===== config.mk =====
export PLATFORM = sky130hd
export DESIGN_NAME = round_robin_arbiter
export DESIGN_NICKNAME = d
export VERILOG_FILES = /design/src/rtl/round_robin_arbiter.sv
export SDC_FILE = /design/constraint.sdc
export NUM_CORES = 1
export LEC_CHECK = 0
export CORE_MARGIN = 3
export CORE_UTILIZATION = 40
export DETAILED_ROUTE_END_ITERATION = 16
export PLACE_DENSITY = 0.81
export SYNTH_ARGS = -nofsm -noshare
export SYNTH_HDL_FRONTEND = slang
export SYNTH_SLANG_ARGS = --single-unit
export TNS_END_PERCENT = 5

===== constraint.sdc =====
create_clock -name clk -period 1.7 [get_ports clk]
set_input_delay 0.34 -clock clk [delete_from_list [all_inputs] [get_ports clk]]
set_output_delay 0.34 -clock clk [all_outputs]
set_load 0.02 [all_outputs]

===== src/rtl/round_robin_arbiter.sv =====
// ----------------------------------------------------------------------------
// round_robin_arbiter
//
// Purpose:
//    Grants one of NUM_INPUTS requesters at a time using a rotating priority
//    pointer. A grant is held until the holder signals end-of-use
//    (in_release) or drops its request line. After every release the pointer
//    moves to the requester just past the one that was served, so every
//    continuously requesting requester is served within NUM_INPUTS-1 grants.
//
// Optional feature (macro ARB_HOLD_LIMIT_EN):
//    When defined, a 16-bit hold counter forces a release after MAX_HOLD
//    cycles in GRANTED and pulses out_timeout for one cycle. When undefined
//    there is no counter, out_timeout is tied low and holds are unlimited.
//
// Parameters:
//    NUM_INPUTS  number of requesters (2..32)
//    MAX_HOLD    forced-release limit in cycles (2..65535), limit build only
//
// Ports:
//    clk          input   1           single clock, rising edge
//    reset_n      input   1           asynchronous active-low reset
//    in_requests  input   NUM_INPUTS  per-requester request level
//    in_release   input   1           holder's end-of-use pulse (tail flit)
//    out_grant    output  NUM_INPUTS  one-hot grant, registered
//    out_index    output  NUM_BITS    binary index of granted requester
//    out_valid    output  1           high while a grant is held
//    out_timeout  output  1           one-cycle pulse on forced release
// ----------------------------------------------------------------------------
module round_robin_arbiter #(
   parameter int NUM_INPUTS = 4,
   parameter int MAX_HOLD   = 16
) (
   input  logic                          clk,
   input  logic                          reset_n,
   input  logic [NUM_INPUTS-1:0]         in_requests,
   input  logic                          in_release,
   output logic [NUM_INPUTS-1:0]         out_grant,
   output logic [$clog2(NUM_INPUTS)-1:0] out_index,
   output logic                          out_valid,
   output logic                          out_timeout
);

   localparam int NUM_BITS = $clog2(NUM_INPUTS);

   typedef enum logic {
      IDLE,
      GRANTED
   } state_t;

   // Reject parameter values outside the supported ranges at elaboration.
   if (NUM_INPUTS < 2 || NUM_INPUTS > 32 || MAX_HOLD < 2 || MAX_HOLD > 65535) begin : g_badParams
      $error("round_robin_arbiter: NUM_INPUTS or MAX_HOLD out of range");
   end

   state_t                r_state;
   logic [NUM_BITS-1:0]   r_ptr;
   logic [NUM_INPUTS-1:0] r_grant;
   logic [NUM_BITS-1:0]   r_index;
   logic                  r_valid;

   logic                  w_found;
   logic [NUM_BITS-1:0]   w_nextIdx;
   logic                  w_release;
   logic [NUM_BITS-1:0]   w_ptrNext;

   // Rotating priority search: first scan from the pointer up to the top
   // requester, then wrap and scan from requester 0 up to just below the
   // pointer. Two passes avoid modulo arithmetic for non-power-of-two sizes.
   always_comb begin
      w_found   = 1'b0;
      w_nextIdx = '0;
      for (int j = 0; j < NUM_INPUTS; j++) begin
         if (!w_found && j >= int'(r_ptr) && in_requests[j]) begin
            w_found   = 1'b1;
            w_nextIdx = NUM_BITS'(j);
         end
      end
      for (int j = 0; j < NUM_INPUTS; j++) begin
         if (!w_found && j < int'(r_ptr) && in_requests[j]) begin
            w_found   = 1'b1;
            w_nextIdx = NUM_BITS'(j);
         end
      end
   end

   // A release is either the explicit tail pulse or the holder dropping its
   // request; both together still count as a single release.
   always_comb begin
      w_release = in_release || !in_requests[r_index];
      w_ptrNext = (r_index == NUM_BITS'(NUM_INPUTS - 1)) ? '0 : r_index + NUM_BITS'(1);
   end

`ifdef ARB_HOLD_LIMIT_EN
   localparam logic [15:0] HOLD_LAST = 16'(MAX_HOLD - 1);

   logic [15:0] r_holdCnt;
   logic        r_timeout;

   // Arbiter FSM with hold limit. A natural release takes priority over the
   // limit, so the timeout pulse only fires when the holder overstays.
   always_ff @(posedge clk or negedge reset_n) begin
      if (!reset_n) begin
         r_state   <= IDLE;
         r_ptr     <= '0;
         r_grant   <= '0;
         r_index   <= '0;
         r_valid   <= 1'b0;
         r_holdCnt <= '0;
         r_timeout <= 1'b0;
      end else begin
         r_timeout <= 1'b0;
         case (r_state)
            IDLE: begin
               if (w_found) begin
                  r_state   <= GRANTED;
                  r_grant   <= NUM_INPUTS'(1) << w_nextIdx;
                  r_index   <= w_nextIdx;
                  r_valid   <= 1'b1;
                  r_holdCnt <= '0;
               end
            end
            GRANTED: begin
               if (w_release || r_holdCnt == HOLD_LAST) begin
                  r_state   <= IDLE;
                  r_grant   <= '0;
                  r_index   <= '0;
                  r_valid   <= 1'b0;
                  r_ptr     <= w_ptrNext;
                  r_holdCnt <= '0;
                  r_timeout <= !w_release;
               end else begin
                  r_holdCnt <= r_holdCnt + 16'd1;
               end
            end
            default: r_state <= IDLE;
         endcase
      end
   end

   assign out_timeout = r_timeout;
`else
   // Arbiter FSM without hold limit: a grant lasts until the holder releases.
   always_ff @(posedge clk or negedge reset_n) begin
      if (!reset_n) begin
         r_state <= IDLE;
         r_ptr   <= '0;
         r_grant <= '0;
         r_index <= '0;
         r_valid <= 1'b0;
      end else begin
         case (r_state)
            IDLE: begin
               if (w_found) begin
                  r_state <= GRANTED;
                  r_grant <= NUM_INPUTS'(1) << w_nextIdx;
                  r_index <= w_nextIdx;
                  r_valid <= 1'b1;
               end
            end
            GRANTED: begin
               if (w_release) begin
                  r_state <= IDLE;
                  r_grant <= '0;
                  r_index <= '0;
                  r_valid <= 1'b0;
                  r_ptr   <= w_ptrNext;
               end
            end
            default: r_state <= IDLE;
         endcase
      end
   end

   assign out_timeout = 1'b0;
`endif

   assign out_grant = r_grant;
   assign out_index = r_index;
   assign out_valid = r_valid;

endmodule


## Yosys cells after proc, flatten, opt, wreduce, memory -nomap -nowiden

Cells that the tools add are included.

- Flip-flop bits (word level): 10
- Latch bits: 0
- RAM bits: 0
- Memory bits (read-only): 0
- Input bits: 7
- Memories kept: 0

- Add/sub/neg operators: 1
- Multipliers: 0
- Divide/modulo/power cells: 0
- Order comparisons: 7
- Equal/unequal tests: 3
- Shifts and indexed selects: 1
- Multiplexer cells: 28
- Bitwise logic cells: 1
- Reduce and logical (&&, ||, !) cells: 22

Operators by type and width:

| cell | number |
|---|---|
| 2-bit 2-to-1 mux | 8 |
| 1-bit 2-to-1 mux | 13 |
| 1-bit logical AND | 12 |
| 4-bit 2-to-1 mux | 2 |
| 4-bit one-hot mux with 2 select lines | 1 |
| 1-bit logical NOT | 7 |
| 1-bit by 2-bit greater-or-equal comparator with 1-bit output, first input constant | 2 |
| 1-bit by 2-bit less-than comparator with 1-bit output, first input constant | 2 |
| 1-bit one-hot mux with 2 select lines | 2 |
| 2-bit one-hot mux with 2 select lines | 1 |
| 2-bit AND reduction | 2 |
| 1-bit by 2-bit << shifter with 4-bit output, first input constant | 1 |
| 2-bit by 3-bit less-than comparator with 1-bit output, second input constant | 1 |
| 2-bit by 1-bit adder with 2-bit output, second input constant | 1 |
| 1-bit binary-select mux with 2-bit select | 1 |
| 2-bit == test, second input constant | 1 |
| 2-bit greater-or-equal comparator, first input constant | 1 |
| 2-bit less-than comparator, first input constant | 1 |
| 2-bit by 1-bit != test with 1-bit output, second input constant | 1 |
| 2-bit != test, second input constant | 1 |
| 1-bit logical OR | 1 |
| 1-bit NOT | 1 |

## Logic depth before layout (Yosys ltp)

Gate-level depths: netlist (run 1).

- Depth in word-level cells: 29
- Mapped depth: 4

## Worst setup path before layout (run 1)

OpenSTA, ideal clock, no wires.

- Path type: register to register
- Start: register r_index[0] (netlist: out_index[0])
- End: register r_ptr[1]
- Setup time: 0.125 ns
- Arrival: 1.634 ns
- Required time: 1.575 ns
- Slack: -0.059 ns
- Stages on the path, launching flop included: 4
- Buffers on the path: 0
- Period minus slack after synthesis: 1.759 ns
- Path through: dfrtp_1 mux4_2 a21oi_2 mux2_2

- Cells in the longest elaborated chain, start to end: 5
- Elaborated cells between the ends (all ways): 8
- Classes of those cells: add/sub (1); eq/ne (1); mux (3); reduce/logical (3)

Ends and longest elaborated chain:

| what | line | RTL |
|---|---|---|
| start, declared | 59 | `logic [NUM_BITS-1:0] r_index;` |
| start signal, assigned | 157 | `r_index <= w_nextIdx;` |
| 1-bit binary-select mux with 2-bit select | 90 | `w_release = in_release \|\| !in_requests[r_index];` |
| 1-bit 2-to-1 mux (not written as such) | 90 |  |
| 1-bit logical NOT | 90 |  |
| 1-bit logical OR | 90 |  |
| 2-bit AND reduction (no line) | n/a |  |
| end signal, assigned | 167 | `r_ptr <= w_ptrNext;` |
| end, declared | 57 | `logic [NUM_BITS-1:0] r_ptr;` |

Several ways; a longest one is shown, not always the timed one. The select of a mux whose other input is x is not followed.
A chain may end at the register's enable or synchronous reset.

## Worst setup path in the final report (run 1)

- Start: input in_requests[3]
- End: register r_grant[1] (netlist: out_grant[1])

- Cells in the longest elaborated chain, start to end: 17
- Elaborated cells between the ends (all ways): 28
- Classes of those cells: eq/ne (2); shift (1); mux (12); reduce/logical (13)

Ends and longest elaborated chain:

| what | line | RTL |
|---|---|---|
| start, declared | 36 | `input logic [NUM_INPUTS-1:0] in_requests,` |
| 1-bit logical AND | 74 | `if (!w_found && j >= int'(r_ptr) && in_requests[j]) begin` |
| 1-bit 2-to-1 mux | 74 |  |
| 1-bit logical NOT | 80 | `if (!w_found && j < int'(r_ptr) && in_requests[j]) begin` |
| 1-bit logical AND (2 in a row) | 80 |  |
| 1-bit 2-to-1 mux | 80 |  |
| 1-bit logical NOT | 80 |  |
| 1-bit logical AND (2 in a row) | 80 |  |
| 1-bit 2-to-1 mux | 80 |  |
| 1-bit logical NOT | 80 |  |
| 1-bit logical AND (2 in a row) | 80 |  |
| 2-bit 2-to-1 mux | 80 |  |
| 1-bit by 2-bit << shifter with 4-bit output | 156 | `r_grant <= NUM_INPUTS'(1) << w_nextIdx;` |
| 4-bit 2-to-1 mux | 154 | `if (w_found) begin` |
| 4-bit one-hot mux with 2 select lines | 152 | `case (r_state)` |
| end signal, assigned | 156 |  |
| end, declared | 58 | `logic [NUM_INPUTS-1:0] r_grant;` |

Several ways; a longest one is shown, not always the timed one. The select of a mux whose other input is x is not followed.

==> flow_summary.toml, run 1 <==
[global_routing]
grt_pass1_vias = 489
gr-total-overflow = 0
grt_max_degree = 11
grt_pass1_wl_mm = 2.256
grtUsageTotal_pct = 16.41
antenna_found_initial = 0

[timing]
fin_ws_ns = 0.04099
fin_tns_setup_ns = 0
holdWs_ns = 0.3874
finalCritPeriodShare_pct = 97.59
layout_min_cycle_time_ns = 1.659
clock.fmax_mhz = 602.8
final_max_slew_viol_count = 0
finClkSkew_ns = 0.004766
rsz0062_at_grt = "no"
hold_viol_final = 0
setup_viol = 0

[finish]
layout.cells.non_filler = 96
final_core_util_pct = 67.70
drive_gt1_share_pct = 28.05
final_area_sq_um = 823.3
final_nets = 91
regArea_sq_um = 251.5
n_fill_cell = 92
multiInputGateArea_sq_um = 299.0
synthToLayoutAreaGrowth_pct = 45.58
antennaDiodeCount = 0

[critical_path]
cp.required_ns = 1.87
crit_type = "in2reg"
cp.buffers_inverters = 2
critPathMaxStageDelay_ns = 0.47
critPathMaxFanout = 5
cp_top_family = "buffers and inverters"
path_cells = "clkdlybuf4s50_1, buf_4, nor2b_1, o21a_1, or3_1, o31ai_1"
crit_path_end_kind = "flop"
rrSetupSlack_ns = 0.14
arrival_ns = 1.83
crit_slowest_cell = "clkdlybuf4s50_1"
start_kind = "input pin"

[yosys]
synth_top_area_share_pct = 44.25
syn_inst = 55
synth_nets = 63
synth.area.top_cells = "dfrtp_1 (44%), mux4_2 (4.0%), a21oi_1 (3.5%), nand2_1 (3.3%), a22o_4 (3.1%)"
ys_top_cells_by_count = "dfrtp_1 (10), nand2_1 (5), a21oi_1 (4), inv_1 (4), nor2_1 (3)"
avgSynthCellArea_sq_um = 10.28
synthDistinctLibCells = 32
syn-cell-area_sq_um = 565.5
ys_async_sr_fraction_pct = 100.0
ys.flop_type = "dfrtp_1"
yosysMostFrequentCell = "dfrtp_1"
yosys_warnings = 0
synth-seq-cells = 10
yosys.area.top_type = "dfrtp_1"
synth_edf_count = 0
ys_seq_area_share_pct = 44.25

[floorplanning]
core-area_sq_um = 1216
fp-row-count = 12
start_util_pct = 46.50
die_height_microns = 43.60
die_w_microns = 43.60
dieArea_sq_um = 1901
ios = 15

[placement]
place_area_sq_um = 789.5
dp.cells = 92
dpl.hpwl_mm = 1.103
io_buffers = 13
preCtsSetupSlack_ns = -0.2342
place_congestion = 0.9079

[detailed_routing]
ant_nets = 0
initialDrtViolationCount = 14
drt_wl_total_mm = 1.497
via_per_inst = 5.646
wl_per_cell_microns = 15.59
drc = 0
via_count = 542
first_pass_iters = 4

[power]
ir_worst_vdd_mv = 0.8609
p_total_mw = 1.340
p_sw_share_pct = 40.45
p_seq_share_pct = 34.4
powerDensity_nw_per_um2 = 1627
p_clk_share_pct = 12.8
combPwrFrac_pct = 52.8
p_int_uw = 797.8
switching_power_uw = 542.0
leakagePower_nw = 0.3994

[outcome]
outcome = "finished, final reports clean"

[cts]
clock_path_buffers = 2
cts_max_level = 1
insertion_delay_ns = 0.27
clockRootBuffer = "clkbuf_4"
cts_buffers = 3
cts_sinks = 10
cts_tree = "built"
clk_pin_slew_ns = 0.07

[min_path]
worstHoldPathType = "in2async"

[flow_run]
max_cap_violations = 0
-- metal layers --
metal / vias to the layer above / GRT usage (%) / part of all wire, %
met5: - / 0 / 0
met4: 0 / 5.422 / 2.5
met3: 4 / 6.224 / 5.7
met2: 23 / 23.84 / 45
met1: 259 / 22.22 / 46
li1: 256 / - / -
-- flip-flops by register name, indices dropped and copies added (netlist names) --
register / flops
out_valid: 1
r_ptr: 2
r_state: 1
out_index: 2
out_grant: 4
-- worst paths after layout --
path,from,cells after the start,endpoint
worst max-delay path,in_requests[3],6,out_grant[1]$_DFFE_PN0P_
worst min-delay path,reset_n,1,out_grant[0]$_DFFE_PN0P_
worst max register to register,out_index[0]$_DFFE_PN0P_,3,r_ptr[1]$_DFFE_PN0P_
worst min register to register,out_grant[1]$_DFFE_PN0P_,2,out_grant[1]$_DFFE_PN0P_
max in group asynchronous,reset_n,1,out_index[0]$_DFFE_PN0P_
min in group clk,out_grant[1]$_DFFE_PN0P_,2,out_grant[1]$_DFFE_PN0P_
-- what timing repair did --
item	in CTS	in global routing
pin swaps	0	1
hold buffers	0	0
resized for setup	1	3
buffers inserted	0	0
endpoints found under the setup margin	1	3
-- final cells by class --
type,instances,area share (%)
Multi-Input combinational cell,40,36.32
Sequential cell,10,30.55
Timing Repair Buffer,24,25.99
Clock buffer,4,3.191
Tap cell,14,2.128
Inverter,4,1.824
-- placed cells by master (no fill, tap or decap), types with 2 or more instances in the layout --
master and instances:
clkdlybuf4s50_1 11, buf_4 11, dfrtp_1 9, nand2_1 5, inv_1 4, a21oi_1 4, nor2_1 3, clkbuf_4 3
o21ai_0 2, nand2b_1 2
-- logic make-up after synthesis --
| logic type | share of synthesized area [%] |
|---|---|
| DFF | 44.25 |
| adders and majority gates | 2.212 |
| AOI/OAI and AO/OA | 28.77 |
| other | 0.6631 |
| muxes | 5.973 |
| buffers and inverters | 3.982 |
| and+or+nand+nor | 14.16 |
-- power groups by stage --
stage	sequential [mW]	combinational [mW]	clock, mW
6_report	0.461	0.707	0.172
5_1_grt	0.473	0.765	0.190
4_1_cts	0.451	0.697	0.179
3_5_place_dp	0.456	0.699	0
3_3_place_gp	0.452	0.685	0
2_1_floorplan	0.517	0.315	0
Note: power is estimated with default switching activity, not from simulation.
==> inputs of run 2 (changes only) <==
--- a/config.mk
+++ b/config.mk
@@ -5,10 +5,12 @@
 export SDC_FILE = /design/constraint.sdc
 export NUM_CORES = 1
 export LEC_CHECK = 0
+export CAP_MARGIN = 40
 export CORE_MARGIN = 3
 export CORE_UTILIZATION = 40
 export DETAILED_ROUTE_END_ITERATION = 16
 export PLACE_DENSITY = 0.81
+export RECOVER_POWER = 50
 export SYNTH_ARGS = -nofsm -noshare
 export SYNTH_HDL_FRONTEND = slang
 export SYNTH_SLANG_ARGS = --single-unit
==> flow_summary.toml, run 2 (synthesized netlist as in run 1, its figures left out) <==
[outcome]
outcome = "finished, final reports clean"

[flow_run]
max_cap_violations = 0

[global_routing]
gr-total-overflow = 0
grtUsageTotal_pct = 16.41
grt_pass1_wl_mm = 2.256
grt_max_degree = 11
antenna_found_initial = 0
grt_pass1_vias = 489

[timing]
final_max_slew_viol_count = 0
finalCritPeriodShare_pct = 97.71
rsz0062_at_grt = "no"
layout_min_cycle_time_ns = 1.661
fin_tns_setup_ns = 0
clock.fmax_mhz = 602.0
holdWs_ns = 0.4572
hold_viol_final = 0
finClkSkew_ns = 0.004602
setup_viol = 0

[critical_path]
path_cells = "clkdlybuf4s50_1, buf_4, nor2b_1, o21a_1, or3_1, o31ai_1"
cp.required_ns = 1.87
arrival_ns = 1.83
critPathMaxStageDelay_ns = 0.47
crit_slowest_cell = "clkdlybuf4s50_1"
critPathMaxFanout = 5
crit_type = "in2reg"
start_kind = "input pin"
crit_path_end_kind = "flop"

[finish]
synthToLayoutAreaGrowth_pct = 43.36
final_area_sq_um = 810.8
drive_gt1_share_pct = 26.83
antennaDiodeCount = 0
most-common-layout-cells = "clkdlybuf4s50_1 (10), buf_4 (10), dfrtp_1 (9)"
largest_reg_flops = 4
final_nets = 91

[detailed_routing]
via_count = 535
wl_per_cell_microns = 15.52
initialDrtViolationCount = 14
drt_wl_total_mm = 1.490
via_per_inst = 5.573
first_pass_iters = 4
ant_nets = 0
drc = 0

[power]
powerDensity_nw_per_um2 = 1629
p_total_mw = 1.321
ir_worst_vdd_mv = 0.8610
leakagePower_nw = 0.3782

[placement]
io_buffers = 13
place_congestion = 0.9079
place_area_sq_um = 789.5
dpl.hpwl_mm = 1.103

[cts]
insertion_delay_ns = 0.27
clock_path_buffers = 2
cts_sinks = 10
cts_buffers = 3
postCtsHoldBufs = 0
cts_tree = "built"
cts_max_level = 1
clk_pin_slew_ns = 0.07
clockRootBuffer = "clkbuf_4"

[floorplanning]
start_util_pct = 46.50
dieArea_sq_um = 1901
fp-row-count = 12
die_w_microns = 43.60
core-area_sq_um = 1216
ios = 15
die_height_microns = 43.60

[min_path]
worstHoldPathType = "in2async"
==> run 2: changes by cell type in the layout (fill, tap and decap cells not counted) <==
cell / before / now
clkdlybuf4s50_1: 11 / 10
dlymetal6s2s_1: 1 / 0
clkbuf_1: 1 / 3
dlygate4sd3_1: 0 / 1
buf_4: 11 / 10
==> run 2: final timing paths <==
kind / from / endpoint / cells past startpoint / slack (ns)
max reg2reg: out_index[0]$_DFFE_PN0P_ / r_ptr[1]$_DFFE_PN0P_ / 3 / 0.14
min: reset_n / out_grant[0]$_DFFE_PN0P_ / 1 / 0.46
min in group clk: out_grant[1]$_DFFE_PN0P_ / out_grant[1]$_DFFE_PN0P_ / 2 / 0.50
max in group asynchronous: reset_n / out_index[0]$_DFFE_PN0P_ / 1 / 0.90
max: in_requests[3] / out_grant[1]$_DFFE_PN0P_ / 6 / 0.04
min reg2reg: out_grant[1]$_DFFE_PN0P_ / out_grant[1]$_DFFE_PN0P_ / 2 / 0.50
==> run 2: timing repair <==
item                       CTS  global route
setup endpoints to repair    1             3
pin swaps                    0             1
buffers inserted             0             0
resized for setup            1             3
gates cloned                 0             0
==> run 2: metrics by stage <==
| stage | cells | worst slack (ns) | utilization (%) |
|---|---|---|---|
| 2_1_floorplan | 55 | 0.02407 | - |
| 3_3_place_gp | 92 | -0.2156 | 64.92 |
| 3_5_place_dp | 92 | -0.2342 | 64.92 |
| 4_1_cts | 96 | 0.02548 | 66.98 |
| 5_1_grt | 96 | 0.004087 | 66.67 |
| 6_report | 96 | 0.03890 | 66.67 |
==> run 2: where the power goes <==
group / leakage [nW] / internal [mW] / total [mW] / switching, mW
Clock: 0.0150 / 0.0908 / 0.172 / 0.0812
Combinational: 0.238 / 0.345 / 0.688 / 0.343
Sequential: 0.125 / 0.344 / 0.461 / 0.117
Total: 0.378 / 0.779 / 1.32 / 0.542
==> run 2: cell type report <==
type	count	area [sq um]
Clock buffer	4	26.28
Sequential cell	10	251.5
Tap cell	14	17.52
Inverter	4	15.01
Multi-Input combinational cell	40	299.0
Fill cell	91	405.4
Timing Repair Buffer	24	201.4
==> run 2: critical path: cells and delay by family <==
family                 cells  cell delay [ns]
AOI/OAI and AO/OA          2             0.45
and+or+nand+nor            2             0.44
buffers and inverters      2             0.60
==> run 2: metal layers <==
layer | global-route usage, % | vias up | routed length, microns
li1 | - | 256 | -
met1 | 22.22 | 254 | 698
met2 | 23.84 | 21 | 676
met3 | 6.224 | 4 | 78
met4 | 5.422 | 0 | 38
met5 | 0 | - | 0
==> inputs of run 3 (changes only) <==
--- a/config.mk
+++ b/config.mk
@@ -5,11 +5,12 @@
 export SDC_FILE = /design/constraint.sdc
 export NUM_CORES = 1
 export LEC_CHECK = 0
+export ABC_AREA = 1
 export CAP_MARGIN = 40
 export CORE_MARGIN = 3
 export CORE_UTILIZATION = 40
 export DETAILED_ROUTE_END_ITERATION = 16
-export PLACE_DENSITY = 0.81
+export PLACE_DENSITY = 0.8
 export RECOVER_POWER = 50
 export SYNTH_ARGS = -nofsm -noshare
 export SYNTH_HDL_FRONTEND = slang
==> flow_summary.toml, run 3 <==
[outcome]
outcome = "finished, final reports clean"

[placement]
place_congestion = 0.8173
io_buffers = 13
dpl.hpwl_mm = 1.044

[yosys]
synth-seq-cells = 10
ys_top_cells_by_count = "nand2_1 (25), inv_1 (12), dfrtp_1 (10)"
ys.flop_type = "dfrtp_1"
synth.area.top_cells = "dfrtp_1 (41%), nand2_1 (15%), inv_1 (7.4%), nand3_1 (4.9%), nand2_2 (4.1%)"
synthDistinctLibCells = 19
syn-cell-area_sq_um = 609.3
synth_top_area_share_pct = 41.07
synth_edf_count = 0
avgSynthCellArea_sq_um = 7.431
ys_async_sr_fraction_pct = 100.0
yosys.area.top_type = "dfrtp_1"
synth_nets = 90
yosysMostFrequentCell = "nand2_1"
yosys_warnings = 0
syn_inst = 82
ys_seq_area_share_pct = 41.07

[critical_path]
rrSetupSlack_ns = 0.32
crit_path_end_kind = "output port"
cp.buffers_inverters = 1
path_cells = "clkdlybuf4s50_1"
rr_startpoint = "out_index[0]$_DFFE_PN0P_"
cp_top_family = "buffers and inverters"
critPathMaxFanout = 6
critPathLaunch = "out_index[0]$_DFFE_PN0P_"
r2r-end = "out_grant[0]$_DFFE_PN0P_"
critPathMaxStageDelay_ns = 0.63
crit_slowest_cell = "clkdlybuf4s50_1"
arrival_ns = 1.32
cp.required_ns = 1.36
crit_type = "reg2out"
path_depth = 1
crit_end = "out_index[0]"
start_kind = "flop"
r2r_cells = 10

[detailed_routing]
drc = 0
drt_wl_total_mm = 1.304
ant_nets = 0
via_count = 592
first_pass_iters = 4
wl_per_cell_microns = 10.96
via_per_inst = 4.975
initialDrtViolationCount = 19

[global_routing]
gr-total-overflow = 0
grt_max_degree = 11
grtUsageTotal_pct = 16.64
grt_pass1_vias = 589
antenna_found_initial = 0
grt_pass1_wl_mm = 2.339

[finish]
final_nets = 113
n_fill_cell = 122
antennaDiodeCount = 0
drive_gt1_share_pct = 17.31
final_core_util_pct = 60.53
largest_reg_flops = 4
multiInputGateArea_sq_um = 297.8
regArea_sq_um = 250.2
most-common-layout-cells = "nand2_1 (27), inv_1 (12), clkdlybuf4s50_1 (12)"
synthToLayoutAreaGrowth_pct = 35.73
mostFrequentLayoutCell = "nand2_1"

[cts]
clockRootBuffer = "clkbuf_4"
postCtsHoldBufs = 0
clk_pin_slew_ns = 0.07
cts_buffers = 3
post_cts_buffers = 0
cts_tree = "built"
cts_sinks = 10
cts-resized-gates = 0
cts_max_level = 1
insertion_delay_ns = 0.27
clock_path_buffers = 2

[power]
switching_power_uw = 626.8
leakagePower_nw = 0.4294
p_int_uw = 795.4
combPwrFrac_pct = 54.6
p_seq_share_pct = 30.4
powerDensity_nw_per_um2 = 1720
ir_worst_vdd_mv = 0.8571
p_clk_share_pct = 15.1
p_sw_share_pct = 44.07

[timing]
fin_tns_setup_ns = 0
finClkSkew_ns = 0.007322
final_max_slew_viol_count = 0
setup_viol = 0
clock.fmax_mhz = 602.1
rsz0062_at_grt = "no"
hold_viol_final = 0
layout_min_cycle_time_ns = 1.661
finalCritPeriodShare_pct = 97.70

[floorplanning]
dieArea_sq_um = 2028
ios = 15
fp-row-count = 13
die_w_microns = 45.03
die_height_microns = 45.03
start_util_pct = 44.60
core-area_sq_um = 1366

[flow_run]
max_cap_violations = 0

[min_path]
worstHoldPathType = "in2async"
==> run 3: cell count changes in the layout (fill, tap and decap cells not counted), sizes merged, moves of 3 or more <==
cell	delta
nand2	+25
inv	+9
nand3	+7
buf	-4
nand4	+4
nor2	+3
==> run 3: power by group through the flow <==
stage	sequential (mW)	combinational, mW	clock, mW
4_1_cts	0.435	0.795	0.222
2_1_floorplan	0.515	0.421	0
3_3_place_gp	0.437	0.774	0
5_1_grt	0.453	0.880	0.233
3_5_place_dp	0.440	0.786	0
6_report	0.432	0.776	0.214
==> run 3: cells by family after synthesis <==
logic type,count (synthesis),share of synthesized area [%]
AND/OR/NAND/NOR,47,36.75
AO/OA/AOI/OAI,9,10.27
buffers and inverters,14,9.240
adder cells (fa/ha/maj),1,2.053
other,1,0.6154
flip-flops,10,41.07
==> run 3: routing by layer <==
| layer | track usage, % | vias up | part of all wire (%) |
|---|---|---|---|
| met5 | 0 | - | 0 |
| met4 | 9.357 | 0 | 2.1 |
| met3 | 8.367 | 4 | 8.0 |
| met2 | 25.42 | 20 | 48 |
| met1 | 18.61 | 267 | 42 |
| li1 | - | 301 | - |
==> run 3: final cells by class <==
| type | count | area share [%] |
|---|---|---|
| clock buffer | 4 | 4.387 |
| tap | 15 | 2.269 |
| multi-input combinational | 58 | 36.01 |
| timing repair buffer | 19 | 21.18 |
| sequential | 10 | 30.26 |
| inverter | 13 | 5.900 |
==> run 3: how the worst min path moves through the flow <==
stage,start,end,slack (ns),cells after the start
3_5_place_dp,out_grant[3]$_DFFE_PN0P_,out_grant[3]$_DFFE_PN0P_,0.46,2
2_1_floorplan,reset_n,out_grant[0]$_DFFE_PN0P_,0.04,0
4_1_cts,reset_n,out_grant[3]$_DFFE_PN0P_,0.40,1
6_report,reset_n,out_grant[3]$_DFFE_PN0P_,0.44,1
3_3_place_gp,out_valid$_DFFE_PN0P_,out_valid$_DFFE_PN0P_,0.46,2
5_1_grt,reset_n,out_grant[3]$_DFFE_PN0P_,0.48,1
==> run 3: through the flow <==
stage	cell area, sq um	hold WS (ns)	total power, mW	setup slack [ns]	instances
after CTS	832.0	0.3958	1.452	0.02711	119
final	827.0	0.4441	1.422	0.03903	119
after detailed placement	795.8	0.4583	1.225	0.03600	115
after global placement	795.8	0.4574	1.212	0.05684	115
after global routing	827.0	0.4788	1.565	0.0004879	119
after floorplan	609.3	0.04441	0.9361	0.4268	82
